$ cat config.mk
export PLATFORM = sky130hd
export DESIGN_NAME = sw_debounce
export DESIGN_NICKNAME = d
export VERILOG_FILES = /design/src/rtl/sw_pkg.sv /design/src/rtl/sw_debounce_bit.sv /design/src/rtl/sw_debounce.sv
export SDC_FILE = /design/constraint.sdc
export NUM_CORES = 1
export LEC_CHECK = 0
export CAP_MARGIN = 20
export CORE_MARGIN = 1.5
export CORE_UTILIZATION = 25
export CTS_BUF_LIST = sky130_fd_sc_hd__clkbuf_2 sky130_fd_sc_hd__clkbuf_4 sky130_fd_sc_hd__clkbuf_8
export CTS_CLUSTER_SIZE = 10
export DETAILED_ROUTE_END_ITERATION = 16
export SLEW_MARGIN = 20
export SYNTH_ARGS = -nofsm -noshare
export SYNTH_HDL_FRONTEND = slang
export SYNTH_HIERARCHICAL = 1
export SYNTH_SLANG_ARGS = --single-unit
$ cat constraint.sdc
create_clock -name clk_in -period 1.7 [get_ports clk_in]
set_input_delay 0.34 -clock clk_in [delete_from_list [all_inputs] [get_ports clk_in]]
set_output_delay 0.34 -clock clk_in [all_outputs]
set_load 0.02 [all_outputs]
$ cat src/rtl/sw_pkg.sv
// sw_pkg: shared switch-conditioning constants and counter sizing helper
package sw_pkg;
    localparam int SW_WIDTH              = 4;
    localparam int SW_DEBOUNCE_5MHZ_20MS = 99_999;
    localparam int SW_DEBOUNCE_SIM       = 3;
    // $clog2(1) is 0, so a zero-cycle debounce still gets a 1-bit counter
    function automatic int sw_cnt_w(input int cnt);
        return (cnt > 0) ? $clog2(cnt + 1) : 1;
    endfunction
endpackage

$ cat src/rtl/sw_debounce_bit.sv
// sw_debounce_bit: one-bit synchronizer + debounce counter with rise/fall pulses
// Ports: clk_in, rst (sync, active-high), sw (raw pin), sw_clean (debounced level),
//        sw_rise/sw_fall (registered one-cycle pulses), rise_nxt/fall_nxt (next-state pulses)
module sw_debounce_bit
    import sw_pkg::*;
#(
    parameter int DEBOUNCE_CNT = SW_DEBOUNCE_5MHZ_20MS
) (
    input  logic clk_in,
    input  logic rst,
    input  logic sw,
    output logic sw_clean,
    output logic sw_rise,
    output logic sw_fall,
    output logic rise_nxt,
    output logic fall_nxt
);
    localparam int CW = sw_cnt_w(DEBOUNCE_CNT);
    logic s1, s2, done;
    logic [CW-1:0] cnt;
    assign done     = (s2 != sw_clean) && (cnt == CW'(DEBOUNCE_CNT));
    assign rise_nxt = done && s2;
    assign fall_nxt = done && !s2;
    always_ff @(posedge clk_in) begin
        if (rst) begin
            s1       <= 1'b0;
            s2       <= 1'b0;
            cnt      <= '0;
            sw_clean <= 1'b0;
            sw_rise  <= 1'b0;
            sw_fall  <= 1'b0;
        end else begin
            s1       <= sw;
            s2       <= s1;
            // any sample matching the clean level restarts qualification
            cnt      <= (s2 == sw_clean || done) ? '0 : cnt + 1'b1;
            sw_clean <= done ? s2 : sw_clean;
            sw_rise  <= rise_nxt;
            sw_fall  <= fall_nxt;
        end
    end
endmodule

$ cat src/rtl/sw_debounce.sv
// sw_debounce: per-bit switch synchronizer/debouncer with rise, fall and change events
// Ports: clk_in, rst (sync, active-high), sw[WIDTH] (raw pins), sw_clean[WIDTH],
//        sw_rise[WIDTH], sw_fall[WIDTH], sw_changed (any clean bit changed),
//        sw_toggle[WIDTH] (only when SW_DEBOUNCE_TOGGLE_EN is defined: push-on/push-off)
module sw_debounce
    import sw_pkg::*;
#(
    parameter int WIDTH        = SW_WIDTH,
    parameter int DEBOUNCE_CNT = SW_DEBOUNCE_5MHZ_20MS
) (
    input  logic             clk_in,
    input  logic             rst,
    input  logic [WIDTH-1:0] sw,
    output logic [WIDTH-1:0] sw_clean,
    output logic [WIDTH-1:0] sw_rise,
    output logic [WIDTH-1:0] sw_fall,
`ifdef SW_DEBOUNCE_TOGGLE_EN
    output logic             sw_changed,
    output logic [WIDTH-1:0] sw_toggle
`else
    output logic             sw_changed
`endif
);
    logic [WIDTH-1:0] rise_nxt, fall_nxt;
    genvar i;
    generate
        for (i = 0; i < WIDTH; i++) begin : g_bit
            sw_debounce_bit #(.DEBOUNCE_CNT(DEBOUNCE_CNT)) u_bit (
                .clk_in   (clk_in),
                .rst      (rst),
                .sw       (sw[i]),
                .sw_clean (sw_clean[i]),
                .sw_rise  (sw_rise[i]),
                .sw_fall  (sw_fall[i]),
                .rise_nxt (rise_nxt[i]),
                .fall_nxt (fall_nxt[i])
            );
        end
    endgenerate
    // built from next-state pulses so it lands in the same cycle as rise/fall
    always_ff @(posedge clk_in) begin
        sw_changed <= rst ? 1'b0 : |(rise_nxt | fall_nxt);
    end
`ifdef SW_DEBOUNCE_TOGGLE_EN
    always_ff @(posedge clk_in) begin
        sw_toggle <= rst ? '0 : sw_toggle ^ rise_nxt;
    end
`endif
endmodule

; Word level (Yosys, flattened, before mapping)
; Cells that the tools add are included.
[totals]
input_bits = 6
register_bits = 89
out_inout_bits = 13
[op_classes]
bitwise_logic = 1
eq_ne = 12
addsub = 4
n_reduce_logical = 25
[ops]
columns = op, count
row1 = $add A17 B1 Y17 const B, 4
row2 = $eq A17 B17 Y1 const B, 4
row3 = $logic_and A1 B1 Y1, 12
row4 = $reduce_or A2 Y1, 4
row5 = $eq A1 B1 Y1, 4
row6 = $logic_not A1 Y1, 4
row7 = $logic_or A1 B1 Y1, 4
row8 = $ne A1 B1 Y1, 4
row9 = $or A4 B4 Y4, 1
row10 = $reduce_or A4 Y1, 1

; Longest topological paths before layout
; Gate-level depths: netlist (run 1).
[depth]
depth_word = 5
ltp_mapped = 6
mapped_depth_nobuf = 6

; By module
; The synthesis (run 1) kept the hierarchy.
[modules_own_cells]
columns = mod, cells_per_inst, n_inst, area_per_inst_um2
row1 = sw_debounce_bit, 107, 4, 967.2
row2 = sw_debounce, 4, 1, 37.5

; Worst setup path after synthesis (run 1)
; OpenSTA, ideal clock, no wires.
[synth_path]
path_kind = reg-to-reg
from = register g_bit[0].u_bit.cnt[0]
to = register g_bit[0].u_bit.cnt[10]
slack_ns = 0.162
t_required_ns = 1.583
setup_ns = 0.117
period_less_slack_ns = 1.538
stages_incl_launch_ff = 7
n_path_buf = 1
arrival_time_ns = 1.421
path_cell_list = dfxtp_1 ha_1 and4_1 nand4_1 nand2b_2 buf_2 nor2_1
[synth_via]
elab_chain_cells = 4
[synth_lines]
columns = item, line_no
row1 = "start, declared", sw_debounce_bit.sv:20  ; logic [CW-1:0] cnt;
row2 = "start signal, assigned", sw_debounce_bit.sv:36  ; cnt <= (s2 == sw_clean || done) ? '0 : cnt + 1'b1;
row3 = "parallel branches: the longest is 4 deep, another holds $add A17 B1 Y17", n/a
; Several ways; the timed one is not identified.
; A chain may end at the register's enable or synchronous reset.

; Worst setup path in the final report (run 1)
[layout_path]
from = register g_bit[3].u_bit.cnt[0]
to = register sw_changed
[layout_via]
elab_chain_cells = 5
[layout_lines]
columns = item, line_no
row1 = "start, declared", sw_debounce_bit.sv:20
row2 = "start signal, assigned", sw_debounce_bit.sv:36
row3 = $eq A17 B17 Y1, sw_debounce_bit.sv:21  ; assign done = (s2 != sw_clean) && (cnt == CW'(DEBOUNCE_CNT));
row4 = $logic_and A1 B1 Y1, sw_debounce_bit.sv:21
row5 = $logic_and A1 B1 Y1, sw_debounce_bit.sv:23  ; assign fall_nxt = done && !s2;
row6 = net fall_nxt[3], sw_debounce.sv:24  ; logic [WIDTH-1:0] rise_nxt, fall_nxt;
row7 = $or A4 B4 Y4, sw_debounce.sv:42  ; sw_changed <= rst ? 1'b0 : |(rise_nxt | fall_nxt);
row8 = $reduce_or A4 Y1, sw_debounce.sv:42
row9 = "end signal, assigned", sw_debounce.sv:42
row10 = "end, declared", sw_debounce.sv:21  ; output logic sw_changed
; The timed path passes the listed nets, and every way through them passes these cells.

==> run summary, run 1 <==
outcome: finished clean
DR vias/cell: 4.52
crit path capture type: register
clk slew on worst S/H paths: 100 ps
number of global-route vias before repair: 3097
Clock Path Buffers: 2
Cell Pwr Density: 814 nW/um^2
HP Class: reg2reg
final worst slack: 45.5 ps
hold buffer count at CTS: 0
vias after detailed routing: 3202
gr usage total: 10.8%
largest area contributor in the netlist: dfxtp_1
Antenna Violating Nets Remaining: 0
Mapped Nets: 442
GRT Residual Overflow: 0
EDFF count, synth: 0
die area: 16400 sq um
Clock Root Buffer: clkbuf_8
Tot Pwr: 3980 uW
Required @ worst endpoint: 1950 ps
CP startpoint kind: register
placed wire-length estimate: 5960 um
Place WS: 10.9 ps
Final min period: 1650 ps
Top FF cell, synth: dfxtp_1
Site Rows: 45
Mapped Area: 3910 sq um
H-tree depth: 3
FFs w/ async S/R, synth: 0%
Max Slew Vio Count: 0
Initial Util: 25.6%
IR drop worst, VDD: 0.352 mV
crit path DAT: 1910 ps
layout net count: 502
# DRC: 0
initial antenna violation count: 0
clk_lat worst skew: 370 ps
largest net degree at the start of global routing: 16
final clock skew: 17.8 ps
CTS tree: done
Syn Inst Count: 432
Fin. Hold Viols: 0
Post CTS Setup Buffer Count: 0
top-area cell type share of the netlist area: 45.6%
Pre-antenna DRT Iters: 4
gp weighted congestion: 0.830
P_leak: 0.00153 uW
ranking of synthesized cells by area: dfxtp_1 46%, xnor2_1 8.1%, nor2_1 7.3%
Synth Warn #: 6
share of layout cells above drive strength 1: 15.5%
max cap viols: 0
slew margin rel.: 74.9%
Max FO, Critical Path: 5
core area: 15300 sq um
P&R area growth vs syn: 25.3%
# IOs: 19
count leader, synth: dfxtp_1
synthesis-stage register bit count: 89
Num CTS Buffers: 9
first-pass GRT wire length: 14200 um
Ant. Diodes: 0
total wire length: 8450 um
synth unique cells: 30
Die Y-Extent: 128 um
fin crit share: 97.3%
critical path class: reg2reg
final setup vio count: 0
WL/cell: 11.9 um
Sink Count: 89
number of port buffers: 18
DRT iter0 DRCs: 157
RSZ-0062 raised after global routing: true
Slew @ Worst Pin: 372 ps
FMAX: 604 MHz
commonest cells in the synthesized netlist: 89 x dfxtp_1, 76 x nor2_1, 36 x xnor2_1
Mapped Avg Cell Area: 9.04 sq um
width of the die: 128 um
sequential share of the synthesized area: 45.6%
==> layout make-up <==
cell class | instances | area (sq um)
timing repair buffer | 57 | 470
clock inverter | 6 | 113
inverter | 16 | 60.1
tap | 211 | 264
sequential | 89 | 1780
multi-input combinational | 319 | 2070
clock buffer | 10 | 138
fill | 1559 | 10400
==> cells by family (layout without fill, tap and decap cells) <==
logic type                 Yosys count  after routing  share of synthesized area, %
and+or+nand+nor                    238            238                          34.8
DFF                                 89             89                          45.6
xor gates and xnor gates            52             52                          11.7
buffers and inverters               24             89                          2.43
AOI/OAI and AO/OA                   21             21                          3.20
adders and majority gates            4              4                          1.28
muxes                                4              4                          1.03
==> layer usage <==
metal | vias to the layer above | GRT usage, % | share of wire (%)
met5 | - | 0 | 0
met4 | 0 | 4.76 | 1.7
met3 | 10 | 3.05 | 4.4
met2 | 48 | 17.5 | 46
met1 | 1501 | 13.4 | 48
li1 | 1643 | - | -
==> through the flow <==
stage	setup TNS [ps]	utilization [%]	cell area (sq um)	hold WS (ps)	cells
detailed placement	0	30.2	4610	424	692
CTS	0	31.8	4850	447	708
finish	0	32.1	4890	440	708
floorplan	0	-	3910	409	432
global placement	0	30.2	4610	421	692
global route	-38.9	32.1	4890	454	708
==> sequential cells by signal, indices dropped and copies added, names as in the netlist <==
name / cells
g_bit.u_bit/s2: 4
g_bit.u_bit/sw_clean: 4
g_bit.u_bit/sw_rise: 4
sw_changed: 1
g_bit.u_bit/cnt: 68
g_bit.u_bit/s1: 4
g_bit.u_bit/sw_fall: 4
==> worst paths after layout <==
path                                       startpoint           endpoint  slack, ps  cells after the start
worst min-delay path                g_bit[1].u_bit/s1  g_bit[1].u_bit/s2        440                      1
worst max register to register  g_bit[3].u_bit/cnt[0]         sw_changed         50                      6
worst max-delay path            g_bit[3].u_bit/cnt[0]         sw_changed         50                      6
worst min register to register      g_bit[1].u_bit/s1  g_bit[1].u_bit/s2        440                      1
==> power by group <==
part	switching (uW)	internal, uW	total, uW	leakage (uW)
clock network	786	1020	1810	0.000127
registers	5.20	2090	2100	0.000719
logic	34.7	36.4	71.1	0.000680
total	826	3160	3980	0.00153
==> cell usage in the layout, fill, tap and decap left out, types with 8 or more instances in the layout <==
master / Yosys / final
dfxtp_1: 89 / 88
nor2_1: 76 / 76
buf_4: 0 / 39
xnor2_1: 36 / 36
nand3_1: 28 / 28
nor4_1: 22 / 21
nand4_1: 20 / 20
nor3_1: 20 / 19
inv_1: 16 / 16
xor2_1: 16 / 16
clkdlybuf4s50_1: 0 / 13
nand2_1: 12 / 12
clkbuf_8: 0 / 10
a21oi_1: 9 / 9
nand2b_1: 8 / 8
or4_1: 8 / 8
nor2b_1: 8 / 8
==> critical path: stages (launching register included) <==
cell	delay [ps]
dfxtp_1	320
ha_1	240
and4_1	270
nand4_1	190
nor2_1	90
nor4_2	300
a21oi_1	130
==> timing repair <==
item / CTS / global route
endpoints found under the setup margin: 4 / 27
pin swaps: 0 / 1
endpoints found under the hold margin: 0 / 0
resized for setup: 4 / 9
(Power assumes the default switching activity.)
==> run 2: changes to the inputs <==
--- a/config.mk
+++ b/config.mk
@@ -11,6 +11,8 @@
 export CTS_BUF_LIST = sky130_fd_sc_hd__clkbuf_2 sky130_fd_sc_hd__clkbuf_4 sky130_fd_sc_hd__clkbuf_8
 export CTS_CLUSTER_SIZE = 10
 export DETAILED_ROUTE_END_ITERATION = 16
+export GPL_ROUTABILITY_DRIVEN = 1
+export MAX_ROUTING_LAYER = met4
 export SLEW_MARGIN = 20
 export SYNTH_ARGS = -nofsm -noshare
 export SYNTH_HDL_FRONTEND = slang
==> run summary, run 2 (synthesis results as in run 1) <==
outcome: finished clean (unchanged)
share of layout cells above drive strength 1: 15.5% (unchanged)
Max FO, Critical Path: 5 (unchanged)
total wire length: 8470 um (was 8450 um)
die area: 16400 sq um (unchanged)
# DRC: 0 (unchanged)
P&R area growth vs syn: 25.3% (unchanged)
core area: 15300 sq um (unchanged)
Ant. Diodes: 0 (unchanged)
Clock Root Buffer: clkbuf_8 (unchanged)
final worst slack: 45.9 ps (was 45.5 ps)
final setup vio count: 0 (unchanged)
gp weighted congestion: 0.843 (was 0.830)
hold buffer count at CTS: 0 (unchanged)
Slew @ Worst Pin: 372 ps (about the same)
Tot Pwr: 3990 uW (was 3980 uW)
number of port buffers: 18 (unchanged)
Biggest register: g_bit.u_bit/cnt (unchanged)
critical path class: reg2reg (unchanged)
Required @ worst endpoint: 1960 ps (was 1950 ps)
CP startpoint kind: register (unchanged)
vias after detailed routing: 3221 (was 3202)
Post CTS Setup Buffer Count: 0 (unchanged)
number of global-route vias before repair: 3092 (was 3097)
gr usage total: 11.1% (was 10.8%)
TNS Setup: 0 ps (unchanged)
clk slew on worst S/H paths: 100 ps (about the same)
WL/cell: 12.0 um (was 11.9 um)
Die Y-Extent: 128 um (unchanged)
CTS tree: done (unchanged)
Cell Pwr Density: 815 nW/um^2 (was 814 nW/um^2)
Fin. Hold Viols: 0 (unchanged)
Place WS: 10.9 ps (unchanged)
FMAX: 605 MHz (was 604 MHz)
Site Rows: 45 (unchanged)
Initial Util: 25.6% (unchanged)
Max Slew Vio Count: 0 (unchanged)
max reg flops: 68 (unchanged)
clk_lat worst skew: 380 ps (was 370 ps)
GRT Residual Overflow: 0 (unchanged)
crit path capture type: register (unchanged)
Final min period: 1650 ps (about the same)
Antenna Violating Nets Remaining: 0 (unchanged)
Pre-antenna DRT Iters: 4 (unchanged)
H-tree depth: 3 (unchanged)
crit path DAT: 1910 ps (about the same)
RSZ-0062 raised after global routing: true (unchanged)
initial antenna violation count: 0 (unchanged)
fin crit share: 97.3% (about the same)
max cap viols: 0 (unchanged)
Num CTS Buffers: 9 (unchanged)
Clock Path Buffers: 2 (unchanged)
IR drop worst, VDD: 0.353 mV (was 0.352 mV)
final clock skew: 15.3 ps (was 17.8 ps)
DRT iter0 DRCs: 157 (unchanged)
Sink Count: 89 (unchanged)
layout net count: 502 (unchanged)
largest net degree at the start of global routing: 16 (unchanged)
HP Class: reg2reg (unchanged)
first-pass GRT wire length: 14200 um (about the same)
most frequent cells in the layout: 88 x dfxtp_1, 76 x nor2_1, 39 x buf_4 (unchanged)
DR vias/cell: 4.55 (was 4.52)
# IOs: 19 (unchanged)
slew margin rel.: 74.8% (was 74.9%)
commonest non-fill, non-tap cell in the layout: dfxtp_1 (unchanged)
width of the die: 128 um (unchanged)
P_leak: 0.00153 uW (unchanged)
placed wire-length estimate: 5960 um (unchanged)
run 2: final timing paths:
path	slack (ps)	cells after the start	end	startpoint
worst max register to register	50	6	sw_changed	g_bit[3].u_bit/cnt[0]
worst max-delay path	50	6	sw_changed	g_bit[3].u_bit/cnt[0]
worst min-delay path	440	1	g_bit[1].u_bit/s2	g_bit[1].u_bit/s1
worst min register to register	440	1	g_bit[1].u_bit/s2	g_bit[1].u_bit/s1
run 2: area by class of cell:
type                            instances  area, sq um
Tap cell                              211          264
Multi-Input combinational cell        319         2070
Fill cell                            1559        10400
Clock buffer                           10          138
Inverter                               16         60.1
Timing Repair Buffer                   57          470
Sequential cell                        89         1780
Clock inverter                          6          113
run 2: worst max-delay path, stage by stage, from the launching register on:
cell and delay [ps]:
dfxtp_1 320, ha_1 240, and4_1 270, nand4_1 190, nor2_1 90, nor4_2 300, a21oi_1 130
run 2: stage by stage:
stage	std cells	hold WS (ps)	instance area [sq um]	utilization, %
2_1_floorplan	432	409	3910	-
3_3_place_gp	692	421	4610	30.2
3_5_place_dp	692	424	4610	30.2
4_1_cts	708	447	4850	31.8
5_1_grt	708	454	4890	32.1
6_report	708	441	4890	32.1
run 2: metal layers:
metal | global-route usage, % | vias to the layer above | share of wire (%)
li1 | - | 1644 | -
met1 | 13.5 | 1519 | 47
met2 | 17.5 | 44 | 46
met3 | 3.05 | 14 | 4.9
met4 | 4.76 | 0 | 1.7
met5 | - | - | 0
run 2: power breakdown:
part           internal, uW  switching (uW)
Clock                  1020             792
Combinational          36.4            34.8
Sequential             2090            5.19
Total                  3160             832
run 2: what timing repair did:
action | CTS | global route
pin swaps | 0 | 1
setup endpoints to repair | 4 | 27
gates resized for setup | 4 | 9
==> run 3: changes to the inputs <==
--- a/config.mk
+++ b/config.mk
@@ -6,6 +6,7 @@
 export NUM_CORES = 1
 export LEC_CHECK = 0
 export CAP_MARGIN = 20
+export CORE_ASPECT_RATIO = 0.75
 export CORE_MARGIN = 1.5
 export CORE_UTILIZATION = 25
 export CTS_BUF_LIST = sky130_fd_sc_hd__clkbuf_2 sky130_fd_sc_hd__clkbuf_4 sky130_fd_sc_hd__clkbuf_8
==> run summary, run 3 (synthesis results as in run 1) <==
most frequent cells in the layout: 87 x dfxtp_1, 76 x nor2_1, 36 x xnor2_1 (was 88 x dfxtp_1, 76 x nor2_1, 39 x buf_4)
Cell Pwr Density: 780 nW/um^2 (was 815 nW/um^2)
share of layout cells above drive strength 1: 15.2% (was 15.5%)
# DRC: 0 (unchanged)
DR vias/cell: 4.59 (was 4.55)
clk slew on worst S/H paths: 80 ps (was 100 ps)
Max Slew Vio Count: 0 (unchanged)
Slew @ Worst Pin: 381 ps (was 372 ps)
initial antenna violation count: 0 (unchanged)
HP Class: reg2reg (unchanged)
FMAX: 612 MHz (was 605 MHz)
TNS Setup: 0 ps (unchanged)
Tot Pwr: 3770 uW (was 3990 uW)
Antenna Violating Nets Remaining: 0 (unchanged)
crit path capture type: primary output (was register)
H-tree depth: 3 (unchanged)
vias after detailed routing: 3198 (was 3221)
minimum hold slack: 444 ps (was 441 ps)
RSZ-0062 raised after global routing: false (was true)
Ant. Diodes: 0 (unchanged)
Pre-antenna DRT Iters: 4 (unchanged)
final setup vio count: 0 (unchanged)
gr usage total: 10.8% (was 11.1%)
final cell count without fillers: 697 (was 708)
IR drop worst, VDD: 0.337 mV (was 0.353 mV)
max reg flops: 68 (unchanged)
Initial Util: 25.6% (about the same)
total wire length: 8360 um (was 8470 um)
Site Rows: 39 (was 45)
number of port buffers: 18 (unchanged)
Sink Count: 89 (unchanged)
Die Y-Extent: 111 um (was 128 um)
final worst slack: 65.9 ps (was 45.9 ps)
Required @ worst endpoint: 1360 ps (was 1960 ps)
Biggest register: g_bit.u_bit/cnt (unchanged)
Num CTS Buffers: 9 (unchanged)
Place WS: -28.1 ps (was 10.9 ps)
final clock skew: 7.74 ps (was 15.3 ps)
slew margin rel.: 74.2% (was 74.8%)
first-pass GRT wire length: 14100 um (was 14200 um)
gp weighted congestion: 0.799 (was 0.843)
crit path max-delay cell type: clkdlybuf4s50_1 (was dfxtp_1)
Clock Path Buffers: 2 (unchanged)
Fin. Hold Viols: 0 (unchanged)
Clock Root Buffer: clkbuf_8 (unchanged)
CP startpoint kind: register (unchanged)
Post CTS Setup Buffer Count: 0 (unchanged)
CTS tree: done (unchanged)
# IOs: 19 (unchanged)
P&R area growth vs syn: 23.8% (was 25.3%)
die area: 16400 sq um (about the same)
largest stage delay on the critical path: 600 ps (was 320 ps)
DRT iter0 DRCs: 324 (was 157)
clk_lat worst skew: 360 ps (was 380 ps)
P_leak: 0.00148 uW (was 0.00153 uW)
placed wire-length estimate: 6000 um (was 5960 um)
Max FO, Critical Path: 1 (was 5)
GRT Residual Overflow: 0 (unchanged)
layout net count: 498 (was 502)
core area: 15300 sq um (about the same)
Critical path buffers and inverters: 1 (was 0)
dpl cells: 683 (was 692)
family with the most delay on the worst path: buffers and inverters (was simple AND/OR/NAND/NOR gates)
outcome: finished clean (unchanged)
crit-path cells: clkdlybuf4s50_1 (was ha_1, and4_1, nand4_1, nor2_1, nor4_2, a21oi_1)
max cap viols: 0 (unchanged)
fill count: 1569 (was 1559)
WL/cell: 12.0 um (about the same)
critical path class: reg2out (was reg2reg)
largest net degree at the start of global routing: 17 (was 16)
Final min period: 1630 ps (was 1650 ps)
crit path DAT: 1290 ps (was 1910 ps)
width of the die: 147 um (was 128 um)
hold buffer count at CTS: 0 (unchanged)
commonest non-fill, non-tap cell in the layout: dfxtp_1 (unchanged)
number of global-route vias before repair: 2987 (was 3092)
fin crit share: 96.1% (was 97.3%)
-- run 3: changes by cell type in the layout (fill, tap and decap cells not counted), sizes merged --
cell           previous run  this run
buf                      39        35
clkbuf                   10        12
inv                      18        16
bufinv                    3         2
clkdlybuf4s50            13        14
dlymetal6s2s              1         0
-- run 3: final timing paths --
check	start	endpoint	slack, ps	depth (start not counted)
setup / recovery	sw_changed	sw_changed	70	1
setup reg to reg	g_bit[0].u_bit/cnt[9]	g_bit[0].u_bit/cnt[15]	80	4
hold / removal	g_bit[0].u_bit/s1	g_bit[0].u_bit/s2	440	1
hold reg to reg	g_bit[0].u_bit/s1	g_bit[0].u_bit/s2	440	1
-- run 3: area by class of cell --
cell class / count / area, sq um / area share (%)
clock inverter: 3 / 65.1 / 1.35
sequential: 89 / 1780 / 36.9
clock buffer: 12 / 153 / 3.16
timing repair buffer: 53 / 450 / 9.31
multi-input combinational: 319 / 2070 / 42.7
tap: 205 / 256 / 5.30
inverter: 16 / 60.1 / 1.24
-- run 3: report_power, final --
part           leakage, uW  switching, uW  total, uW  internal [uW]
Sequential        0.000720           5.05       2100           2090
Clock             0.000113            713       1600            892
Combinational     0.000649           34.1       68.7           34.6
Total              0.00148            752       3770           3020
-- run 3: metal layers --
metal  routed length [um]  share of wire, %  vias up  GRT usage [%]
met5                    0                 0        -              -
met4                   96               1.1        0           3.40
met3                  313               3.7        8           2.55
met2                 3860                46       39           16.4
met1                 4090                49     1510           14.3
li1                     -                 -     1641              -
-- run 3: through the flow --
stage	utilization [%]	instance area, sq um
finish	31.7	4840
global placement	30.1	4590
floorplan	-	3910
global route	31.7	4840
CTS	31.4	4800
detailed placement	30.1	4590
-- run 3: timing repair --
item | in CTS | in global routing
pin swaps | 0 | 2
setup endpoints to repair | 4 | 48
gates resized for setup | 4 | 11
cloned | 0 | 0
